[config.mk]
export PLATFORM = sky130hd
export DESIGN_NAME = text_overlay
export DESIGN_NICKNAME = d
export VERILOG_FILES = /design/src/rtl/text_overlay.sv
export SDC_FILE = /design/constraint.sdc
export NUM_CORES = 1
export LEC_CHECK = 0
export CELL_PAD_IN_SITES_DETAIL_PLACEMENT = 1
export CELL_PAD_IN_SITES_GLOBAL_PLACEMENT = 2
export CORE_ASPECT_RATIO = 1.2
export CORE_UTILIZATION = 25
export CTS_CLUSTER_DIAMETER = 200
export CTS_CLUSTER_SIZE = 20
export DETAILED_ROUTE_END_ITERATION = 7
export HOLD_SLACK_MARGIN = 0.03
export MAX_ROUTING_LAYER = met4
export PLACE_DENSITY_LB_ADDON = 0.08
export SLEW_MARGIN = 20
export SYNTH_ARGS = -nofsm -noshare
export SYNTH_HDL_FRONTEND = slang
export SYNTH_SLANG_ARGS = --single-unit
export TNS_END_PERCENT = 10
[constraint.sdc]
create_clock -name clk -period 4.22 [get_ports clk]
set_clock_uncertainty 0.05 [all_clocks]
set_input_delay 0.844 -clock clk [delete_from_list [all_inputs] [get_ports clk]]
set_output_delay 0.844 -clock clk [all_outputs]
set_load 0.05 [all_outputs]
[src/rtl/text_overlay.sv]
// text_overlay: game state machine, BCD countdown timer and font-ROM text overlay.
// A pixel presented at cycle N is looked up in the ROM at N+1 and coloured at N+2.
module text_overlay #(
   parameter logic [11:0] FG_COLOR       = 12'hFFF,
   parameter int          TIMER_MIN      = 3,
   parameter int          TIMER_SEC      = 0,
   parameter int          FRAMES_PER_SEC = 60
) (
   input  logic        clk,
   input  logic        rst_n,
   input  logic [9:0]  pix_x,
   input  logic [9:0]  pix_y,
   input  logic        frame_tick,
   input  logic        start,
   input  logic        player_dead,
   output logic [10:0] rom_addr,
   input  logic [7:0]  font_word,
   output logic [3:0]  text_on,
   output logic [3:0]  text_red,
   output logic [3:0]  text_green,
   output logic [3:0]  text_blue,
   output logic [1:0]  game_state,
   output logic        time_up
);

   typedef enum logic [1:0] {
      ST_TITLE = 2'd0,
      ST_PLAY  = 2'd1,
      ST_OVER  = 2'd2,
      ST_BAD   = 2'd3
   } state_t;

   localparam logic [3:0] LOAD_M     = 4'(TIMER_MIN);
   localparam logic [3:0] LOAD_S10   = 4'(TIMER_SEC / 10);
   localparam logic [3:0] LOAD_S1    = 4'(TIMER_SEC % 10);
   localparam logic [7:0] FRAME_LAST = 8'(FRAMES_PER_SEC - 1);

   state_t     state;
   state_t     state_next;
   logic [3:0] tmr_m;
   logic [3:0] tmr_s10;
   logic [3:0] tmr_s1;
   logic [7:0] frame_cnt;
   logic       timer_zero;

   logic       in_title;
   logic       in_prompt;
   logic       in_score;
   logic       in_over;
   logic [9:0] title_dx;
   logic [9:0] prompt_dx;
   logic [9:0] over_dx;
   logic [6:0] char_code;
   logic [3:0] glyph_row;
   logic [2:0] bit_sel;
   logic [3:0] region;
   logic [3:0] region_d;
   logic [2:0] bit_d;
   logic       unused_bits;

   function automatic logic [6:0] title_char(input logic [2:0] idx);
      case (idx)
         3'd0:    return 7'h44;
         3'd1:    return 7'h4F;
         3'd2:    return 7'h4F;
         3'd3:    return 7'h4D;
         default: return 7'h21;
      endcase
   endfunction

   function automatic logic [6:0] prompt_char(input logic [3:0] idx);
      case (idx)
         4'd0:    return 7'h50;
         4'd1:    return 7'h52;
         4'd2:    return 7'h45;
         4'd3:    return 7'h53;
         4'd4:    return 7'h53;
         4'd5:    return 7'h20;
         4'd6:    return 7'h53;
         4'd7:    return 7'h54;
         4'd8:    return 7'h41;
         4'd9:    return 7'h52;
         default: return 7'h54;
      endcase
   endfunction

   function automatic logic [6:0] over_char(input logic [3:0] idx);
      case (idx)
         4'd0:    return 7'h47;
         4'd1:    return 7'h41;
         4'd2:    return 7'h4D;
         4'd3:    return 7'h45;
         4'd4:    return 7'h20;
         4'd5:    return 7'h4F;
         4'd6:    return 7'h56;
         4'd7:    return 7'h45;
         default: return 7'h52;
      endcase
   endfunction

   function automatic logic [6:0] digit_char(input logic [3:0] d);
      return 7'h30 + {3'b000, d};
   endfunction

   assign timer_zero = (tmr_m == 4'd0) && (tmr_s10 == 4'd0) && (tmr_s1 == 4'd0);
   assign time_up    = ((state == ST_PLAY) || (state == ST_OVER)) && timer_zero;
   assign game_state = state;

   // State register
   always_ff @(posedge clk or negedge rst_n) begin
      if (!rst_n) state <= ST_TITLE;
      else        state <= state_next;
   end

   // Next-state logic; start is ignored while playing, the unused code recovers to TITLE
   always_comb begin
      state_next = state;
      case (state)
         ST_TITLE: if (start) state_next = ST_PLAY;
         ST_PLAY:  if (player_dead || time_up) state_next = ST_OVER;
         ST_OVER:  if (start) state_next = ST_TITLE;
         default:  state_next = ST_TITLE;
      endcase
   end

   // Countdown timer: reload on game start, tick down once per second of frames, stop at 0:00
   always_ff @(posedge clk or negedge rst_n) begin
      if (!rst_n) begin
         tmr_m     <= LOAD_M;
         tmr_s10   <= LOAD_S10;
         tmr_s1    <= LOAD_S1;
         frame_cnt <= '0;
      end else if ((state == ST_TITLE) && start) begin
         tmr_m     <= LOAD_M;
         tmr_s10   <= LOAD_S10;
         tmr_s1    <= LOAD_S1;
         frame_cnt <= '0;
      end else if ((state == ST_PLAY) && frame_tick) begin
         if (frame_cnt == FRAME_LAST) begin
            frame_cnt <= '0;
            if (!timer_zero) begin
               if (tmr_s1 != 4'd0) begin
                  tmr_s1 <= tmr_s1 - 4'd1;
               end else begin
                  tmr_s1 <= 4'd9;
                  if (tmr_s10 != 4'd0) begin
                     tmr_s10 <= tmr_s10 - 4'd1;
                  end else begin
                     tmr_s10 <= 4'd5;
                     tmr_m   <= tmr_m - 4'd1;
                  end
               end
            end
         end else begin
            frame_cnt <= frame_cnt + 8'd1;
         end
      end
   end

   // Region membership; prompt and over boxes are not glyph-aligned so they use offsets
   assign title_dx  = pix_x - 10'd192;
   assign prompt_dx = pix_x - 10'd232;
   assign over_dx   = pix_x - 10'd176;

   assign in_title  = (state == ST_TITLE) && (pix_x >= 10'd192) && (pix_x <= 10'd511)
                      && (pix_y >= 10'd256) && (pix_y <= 10'd383);
   assign in_prompt = (state == ST_TITLE) && (pix_x >= 10'd232) && (pix_x <= 10'd407)
                      && (pix_y >= 10'd416) && (pix_y <= 10'd447);
   assign in_score  = ((state == ST_PLAY) || (state == ST_OVER))
                      && (pix_x <= 10'd63) && (pix_y <= 10'd31);
   assign in_over   = (state == ST_OVER) && (pix_x >= 10'd176) && (pix_x <= 10'd463)
                      && (pix_y >= 10'd192) && (pix_y <= 10'd255);

   assign unused_bits = ^{title_dx[9], title_dx[2:0], prompt_dx[9:8], prompt_dx[0],
                          over_dx[9], over_dx[1:0]};

   // Priority region select: character code, glyph row and bit index for the ROM fetch
   always_comb begin
      region    = 4'b0000;
      char_code = 7'h00;
      glyph_row = 4'h0;
      bit_sel   = 3'd0;
      if (in_title) begin
         region    = 4'b0100;
         char_code = title_char(title_dx[8:6]);
         glyph_row = pix_y[6:3];
         bit_sel   = title_dx[5:3];
      end else if (in_prompt) begin
         region    = 4'b0010;
         char_code = prompt_char(prompt_dx[7:4]);
         glyph_row = pix_y[4:1];
         bit_sel   = prompt_dx[3:1];
      end else if (in_score) begin
         region    = 4'b1000;
         case (pix_x[5:4])
            2'd0:    char_code = digit_char(tmr_m);
            2'd1:    char_code = 7'h3A;
            2'd2:    char_code = digit_char(tmr_s10);
            default: char_code = digit_char(tmr_s1);
         endcase
         glyph_row = pix_y[4:1];
         bit_sel   = pix_x[3:1];
      end else if (in_over) begin
         region    = 4'b0001;
         char_code = over_char(over_dx[8:5]);
         glyph_row = pix_y[5:2];
         bit_sel   = over_dx[4:2];
      end
   end

   assign rom_addr = {char_code, glyph_row};

   // Delay region flags and bit index one cycle so they line up with font_word
   always_ff @(posedge clk or negedge rst_n) begin
      if (!rst_n) begin
         region_d <= '0;
         bit_d    <= '0;
      end else begin
         region_d <= region;
         bit_d    <= bit_sel;
      end
   end

   // Registered pixel output: foreground colour where the glyph bit is set
   always_ff @(posedge clk or negedge rst_n) begin
      if (!rst_n) begin
         text_on    <= '0;
         text_red   <= '0;
         text_green <= '0;
         text_blue  <= '0;
      end else begin
         text_on <= region_d;
         if ((region_d != 4'b0000) && font_word[3'd7 - bit_d]) begin
            {text_red, text_green, text_blue} <= FG_COLOR;
         end else begin
            {text_red, text_green, text_blue} <= 12'h000;
         end
      end
   end

endmodule

=== Yosys cells after proc, flatten, opt, wreduce, memory -nomap -nowiden ===
Memory sizes are Yosys's and may differ from the RTL's.
Index checks and enable logic that the tools add are counted.

* Memories: 2
* Bits of input ports: 33
* Flip-flop bits (word level): 37
* Logic and storage cells: 135
* Memory bits (read-only): 152

* Order comparisons: 15
* Reduce and logical (&&, ||, !) cells: 38
* Add/subtract/negate cells: 11
* Mux-type cells: 46
* Equal/unequal tests: 14

{| class="wikitable"
|+ Memory list
! memory !! depth !! bits a word !! rd ports !! clocked after memory_dff !! write ports !! RTL line !! source
|-
| (name not given) || 16 || 6 || 1 || 0 || 0 || 72 || <nowiki>case (idx)</nowiki>
|-
| (name not given) || 8 || 7 || 1 || 0 || 0 || 88 || <nowiki>case (idx)</nowiki>
|}

{| class="wikitable"
|+ Operators with widths
! cell !! count
|-
| $mux 4 || 25
|-
| $le 10x9->1 const B || 5
|-
| $pmux 7 s3 || 2
|-
| $ge 10x8->1 const B || 4
|-
| $mux 7 || 5
|-
| $mux 8 || 3
|-
| $add 6x4->7 const A || 3
|-
| $ge 10x9->1 const B || 2
|-
| $logic_and 1x1->1 || 20
|-
| $sub 9x8->9 const B || 2
|-
| $logic_not 4->1 || 3
|-
| $mux 3 || 4
|-
| $reduce_bool 4->1 || 3
|-
| $sub 4x1->4 const B || 3
|-
| $le 10x5->1 const B || 1
|-
| $le 10x6->1 const B || 1
|-
| $le 10x8->1 const B || 1
|-
| $ne 2x2->1 const B || 5
|-
| $add 8x1->8 const B || 1
|-
| $eq 8x6->1 const B || 1
|-
| $sub 8x8->8 const B || 1
|-
| $eq 3x2->1 const B || 2
|-
| $mux 2 || 3
|-
| $pmux 2 s3 || 1
|-
| other kinds (16) || 23
|}

=== Depth between registers and ports, before layout ===
Gate-level depths: netlist (run 1).

* Depth in word-level cells: 9
* Mapped depth: 10

=== Worst setup path before layout (run 1) ===
OpenSTA, ideal clock, no wires.

* Path type: input -> output
* Start: input port pix_x[5]
* End: output port rom_addr[8]
* Stages on the path: 7
* Path slack: 0.072 ns
* Buffers on the path: 1
* Required time: 3.326 ns
* Arrival: 3.254 ns
* Cells stage by stage: clkbuf_1 > inv_1 > ha_1 > a21oi_1 > o31ai_1 > a2111o_1 > o21ai_0

* Longest elaborated chain between the ends: 9
* Elaborated cells on any way between the ends: 34
* Classes of those cells: add/sub (2); order compare (7); eq/ne (2); mux (6); reduce/logical (15); memory (2)

{| class="wikitable"
|+ Ends and longest elaborated chain
! element !! RTL line !! source
|-
| start: declaration || 11 || <nowiki>input logic [9:0] pix_x,</nowiki>
|-
| parallel branches: the longest is 8 deep, another holds $sub 9x8->9 || n/a ||
|-
| $mux 7 (*) || 183 || <nowiki>if (in_title) begin</nowiki>
|-
| end: declaration || 16 || <nowiki>output logic [10:0] rom_addr,</nowiki>
|}

Mark *: on every way between the ends.

=== Worst setup path in the final report (run 1) ===
* Start: input port pix_x[4]
* End: output port rom_addr[8]

Same word-level chain as after synthesis.

==> flow_metrics.env, run 1 <==
export IMPL_outcome="finished clean"
export IMPL_grt_overflow=0
export IMPL_cts_resized=0
export IMPL_worst_ir_drop_vdd_mv=0.171
export IMPL_startpoint="pix_x[4]"
export IMPL_cts_hold_buf=0
export IMPL_timing_critical_path_buf_inv=5
export IMPL_io_buffer_count=61
export IMPL_wl_per_cell_um=17.2
export IMPL_syn_inst=343
export IMPL_synthTopCellsByCount="nand2_1 (33), dfrtp_1 (32), nor2_1 (29), o21ai_0 (26), inv_1 (24)"
export IMPL_crit_slowest_cell="a2111o_1"
export IMPL_crit_reg2reg_launch="tmr_s1[0]"
export IMPL_diodes=0
export IMPL_tns_ps=0
export IMPL_cts_buffers_inserted=5
export IMPL_cts_tree="built"
export IMPL_area_growth_pct=41.5
export IMPL_place_area_mm2=0.00392
export IMPL_hold_ws_ps=329
export IMPL_yosys_warnings=0
export IMPL_clk_pin_slew_ps=50
export IMPL_num_vias=2867
export IMPL_start_util_pct=25.9
export IMPL_min_delay_path_depth=0
export IMPL_ant_nets=0
export IMPL_pin_count=63
export IMPL_synth_area_mm2=0.00287
export IMPL_fin_area_mm2=0.00406
export IMPL_antenna_found_initial=0
export IMPL_routed_wl_um=9940
export IMPL_start_kind="input pin"
export IMPL_grt_max_degree=35
export IMPL_post_route_period_util_pct=96.2
export IMPL_slew_violations=0
export IMPL_netlist_area_leader_share_pct=27.9
export IMPL_clock_latency_ps=280
export IMPL_p_leak_nw=1.84
export IMPL_ys_ff_latch=34
export IMPL_dieArea_mm2=0.0119
export IMPL_synth_area_leader_cell="dfrtp_1"
export IMPL_r2r_cells=8
export IMPL_setup_viol=0
export IMPL_core_area_mm2=0.0111
export IMPL_required_ps=3330
export IMPL_hold_viol_final=0
export IMPL_die_h_um=119
export IMPL_cp_end_kind="output port"
export IMPL_rows=42
export IMPL_grt_pass1_vias=2992
export IMPL_ys_top_cells_by_area="dfrtp_1 (28%), ha_1 (9.6%), o21ai_0 (4.5%)"
export IMPL_cts_max_level=2
export IMPL_worstHoldEndpoint="text_on[2]"
export IMPL_syn_mean_instance_area_um2=8.37
export IMPL_cp_max_fo=5
export IMPL_cts_buffer_depth=2
export IMPL_cpPeakStageDelay_ps=480
export IMPL_hp_start="region_d[2]"
export IMPL_nets=478
export IMPL_die_x_um=99.8
export IMPL_grt_usage_pct=18.1
export IMPL_critPathArrivalTime_ps=3170
export IMPL_hpwl_um=7980
export IMPL_crit_type="in2out"
export IMPL_hp_class="reg2reg"
export IMPL_maxCapViolCount=0
export IMPL_grt_pass1_wl_um=16000
export IMPL_rsz0062_at_grt="no"
export IMPL_async_flop_share_pct=100
export IMPL_drt_pre_antenna_iters=4
export IMPL_p_per_area_mw_per_mm2=315
export IMPL_yosysMostFrequentCell="nand2_1"
export IMPL_syn_num_nets=398
export IMPL_cp_top_family="compound AO/OA/AOI/OAI gates"
export IMPL_cts_setup_buffers=0
export IMPL_max_slew_worst_pin_slew_ps=820
export IMPL_synth_edf_count=0
export IMPL_rr_endpoint="tmr_s1[2]"
export IMPL_period_needed_ps=4060
export IMPL_max_slew_margin_rel_pct=45.2
export IMPL_fmax_ghz=0.246
export IMPL_ys_flop_type="dfrtp_1"
export IMPL_cts_sink_count=34
export IMPL_r2r_setup_slack_ps=1610
export IMPL_num_fill_cells=1322
export IMPL_final_cell_count_no_fill=577
export IMPL_drive_above_1_share_pct=16.5
export IMPL_yosysUniqueCellTypes=54
export IMPL_place_inst=570
export IMPL_avgViaCountPerCell=4.97
export IMPL_cp_common_cell="buf_4"
export IMPL_route_detailed_drc=0
export IMPL_synth_seq_area_share_pct=29.7
export IMPL_crit_chain="clkdlybuf4s50_1, inv_2, ha_1, a21o_1, a31oi_1, o21a_1, a2111o_1, buf_4, o21ai_0, buf_4, buf_12"
export IMPL_dr_first_iter_drc_count=60
export IMPL_cts_root_buf="clkbuf_16"
export IMPL_place_gp_congestion=0.845
worst max path at each step:
stage	end	depth (start not counted)
2_1_floorplan	rom_addr[8]	7
3_3_place_gp	rom_addr[8]	10
3_5_place_dp	rom_addr[8]	10
4_1_cts	rom_addr[8]	10
5_1_grt	rom_addr[8]	11
6_report	rom_addr[8]	11
worst reg2reg max path, cell delays in order, from the launching register on:
cell	delay, ps
dfrtp_1	390
inv_1	110
ha_1	200
or3b_2	540
nor4b_1	470
o21ai_0	350
nand2_1	170
xnor2_1	130
nor3_1	60
state kept, by name, indices dropped and copies added (netlist names):
signal	cells
tmr_s1	4
tmr_m	4
text_on	4
bit_d	3
text_blue	1
region_d	4
game_state	2
frame_cnt	8
tmr_s10	4
per-layer routing:
metal	up-vias	GRT usage, %	wire [um]
met4	0	7.44	302
met5	-	-	0
met3	19	1.70	182
met2	43	32.5	5370
li1	1388	-	-
met1	1417	20.4	4090
layout by cell type, fill, tap and decap left out, drive strengths merged, types with 4 or more instances in the layout:
cell type,n
a21o,10
a21oi,21
a221oi,4
a22o,6
a22oi,5
buf,46
clkbuf,5
clkdlybuf4s50,49
dfrtp,32
ha,22
inv,24
mux2i,4
nand2,33
nand3,14
nand4,5
nor2,29
nor3,8
nor4b,5
o21ai,26
xnor2,7
xor2,6
power by group:
group          internal (W)  total, W  switching, W
clock network      0.000213  0.000347      0.000134
registers          0.000365  0.000404     0.0000397
logic              0.000211  0.000526      0.000315
total              0.000789   0.00128      0.000489
cells by family (layout without fill, tap and decap cells):
logic type	count (synthesis)	in the layout	share of synthesized area (%)
muxes	6	6	2.96
and+or+nand+nor	118	118	21.4
DFF	34	34	29.7
xor gates and xnor gates	13	13	3.97
adders and majority gates	22	22	9.59
AOI/OAI and AO/OA	102	102	24.5
buffers and inverters	48	128	7.76
stage by stage:
step / worst slack, ps / util, % / total power (W)
floorplan: 71.8 / - / 0.000730
global placement: 15.3 / 35.3 / 0.000932
global route: 1.70 / 36.6 / 0.00137
CTS: 1.94 / 36.5 / 0.00130
finish: 159 / 36.6 / 0.00128
detailed placement: 19.2 / 35.3 / 0.000939
final cells by class:
type                            count  area (um2)  area share [%]
Timing Repair Buffer               96         986            24.3
Multi-Input combinational cell    261        1800            44.3
Clock inverter                      2        10.0           0.247
Inverter                           25        93.8            2.31
Tap cell                          154         193            4.75
Clock buffer                        5         125            3.08
Sequential cell                    34         853            21.0
Power figures use the tool's default switching activity.
==> run 2, diff against run 1 <==
CAP_MARGIN = 10   (was unset)
==> results of run 2 <==
The final DEF is identical to that of run 1; final timing and power are the same.
==> run 3, diff against run 2 <==
ABC_CLOCK_PERIOD_IN_PS = 4220   (was unset)
CELL_PAD_IN_SITES_GLOBAL_PLACEMENT = 1   (was 2)
==> flow_metrics.env, run 3 (synthesis gave the netlist of run 1 again) <==
export IMPL_start_util_pct=25.9
export IMPL_die_x_um=99.8
export IMPL_grt_pass1_wl_um=15500
export IMPL_clock_latency_ps=280
export IMPL_io_buffer_count=61
export IMPL_cts_root_buf="clkbuf_16"
export IMPL_r2r_setup_slack_ps=1590
export IMPL_met2_length_um=5320
export IMPL_cts_hold_buf=0
export IMPL_rr_endpoint="tmr_s1[2]"
export IMPL_num_vias=2786
export IMPL_routed_wl_um=9690
export IMPL_critPathArrivalTime_ps=3190
export IMPL_drive_above_1_share_pct=15.4
export IMPL_grt_usage_pct=17.3
export IMPL_crit_reg2reg_launch="tmr_s1[0]"
export IMPL_startpoint="pix_x[4]"
export IMPL_cts_buffers_inserted=5
export IMPL_setup_viol=0
export IMPL_post_route_period_util_pct=96.8
export IMPL_hpwl_um=7810
export IMPL_max_slew_margin_rel_pct=40.2
export IMPL_fmax_ghz=0.245
export IMPL_area_growth_pct=40.6
export IMPL_drt_pre_antenna_iters=4
export IMPL_period_needed_ps=4090
export IMPL_fin_total_pwr_w=0.00133
export IMPL_worst_ir_drop_vdd_mv=0.212
export IMPL_hp_class="reg2reg"
export IMPL_pin_count=63
export IMPL_crit_type="in2out"
export IMPL_hold_ws_ps=327
export IMPL_max_slew_worst_pin_slew_ps=895
export IMPL_nets=469
export IMPL_route_detailed_drc=0
export IMPL_ant_nets=0
export IMPL_hold_viol_final=0
export IMPL_largest_reg_flops=8
export IMPL_dr_first_iter_drc_count=72
export IMPL_cts_sink_count=34
export IMPL_outcome="finished clean"
export IMPL_wl_per_cell_um=17.0
export IMPL_grt_overflow=0
export IMPL_die_h_um=119
export IMPL_wl_met3_um=117
export IMPL_diodes=0
export IMPL_core_area_mm2=0.0111
export IMPL_final_common_cell="clkdlybuf4s50_1"
export IMPL_num_fill_cells=1289
export IMPL_clk_pin_slew_ps=50
export IMPL_p_per_area_mw_per_mm2=331
export IMPL_maxCapViolCount=0
export IMPL_p_leak_nw=1.80
export IMPL_start_kind="input pin"
export IMPL_cp_max_fo=6
export IMPL_cts_tree="built"
export IMPL_endpoint="rom_addr[6]"
export IMPL_layout_common_cells="clkdlybuf4s50_1 (49), nand2_1 (33), dfrtp_1 (32)"
export IMPL_required_ps=3330
export IMPL_grt_pass1_vias=2889
export IMPL_largest_register="frame_cnt"
export IMPL_cp_end_kind="output port"
export IMPL_met1Wirelength_um=4050
export IMPL_antenna_found_initial=0
export IMPL_top_layer_used="met4"
export IMPL_grt_max_degree=35
export IMPL_r2r_cells=8
export IMPL_cts_max_level=2
export IMPL_dieArea_mm2=0.0119
export IMPL_place_gp_congestion=0.804
export IMPL_cts_buffer_depth=2
export IMPL_rows=42
export IMPL_rsz0062_at_grt="no"
export IMPL_avgViaCountPerCell=4.90
export IMPL_tns_ps=0
export IMPL_slew_violations=0
[run 3: metrics by stage]
stage	setup slack [ps]	instances	util (%)	area [um2]
4_1_cts	60.4	569	36.2	4010
5_1_grt	2.80	569	36.4	4040
6_report	133	569	36.4	4040
3_5_place_dp	73.8	561	34.7	3850
2_1_floorplan	71.8	343	-	2870
3_3_place_gp	67.2	561	34.7	3850
[run 3: how the worst min path moves through the flow]
stage | start | endpoint | slack (ps) | cells after the start
final | region_d[0] | text_on[0] | 330 | 0
after detailed placement | region_d[0] | text_on[0] | 320 | 0
after floorplan | region_d[1] | text_on[1] | 300 | 0
after global routing | region_d[2] | text_on[2] | 340 | 0
after global placement | region_d[2] | text_on[2] | 320 | 0
after CTS | region_d[0] | text_on[0] | 330 | 0
[run 3: metal layers]
| metal | track usage (%) | vias up |
|---|---|---|
| met5 | - | - |
| met4 | 5.51 | 0 |
| met3 | 1.53 | 11 |
| met2 | 31.9 | 27 |
| met1 | 19.5 | 1377 |
| li1 | - | 1371 |
[run 3: worst max-delay path, cell delays in order]
cell and delay, ps:
clkdlybuf4s50_1 430, buf_4 170, ha_1 200, buf_4 140, a21oi_1 240, buf_4 200, o21ai_0 80, a21oi_1 250
o221ai_1 160, o21bai_1 280, buf_12 180
[run 3: power breakdown]
part / switching (W) / internal (W)
Clock: 0.000137 / 0.000279
Sequential: 0.0000389 / 0.000365
Combinational: 0.000312 / 0.000202
[run 3: timing repair]
action                     4_1_cts  5_1_grt
buffers inserted                 0        0
setup endpoints to repair        0       11
resized for setup                0        7
[run 3: final cells by class]
cell class | count | area, um2 | area share, %
flip-flops and latches | 34 | 853 | 21.1
clock buffers | 7 | 133 | 3.29
repair buffers | 87 | 918 | 22.8
inverters | 25 | 93.8 | 2.32
clock inverters | 1 | 30.0 | 0.744
multi-input cells | 261 | 1820 | 45.0
well taps | 154 | 193 | 4.77
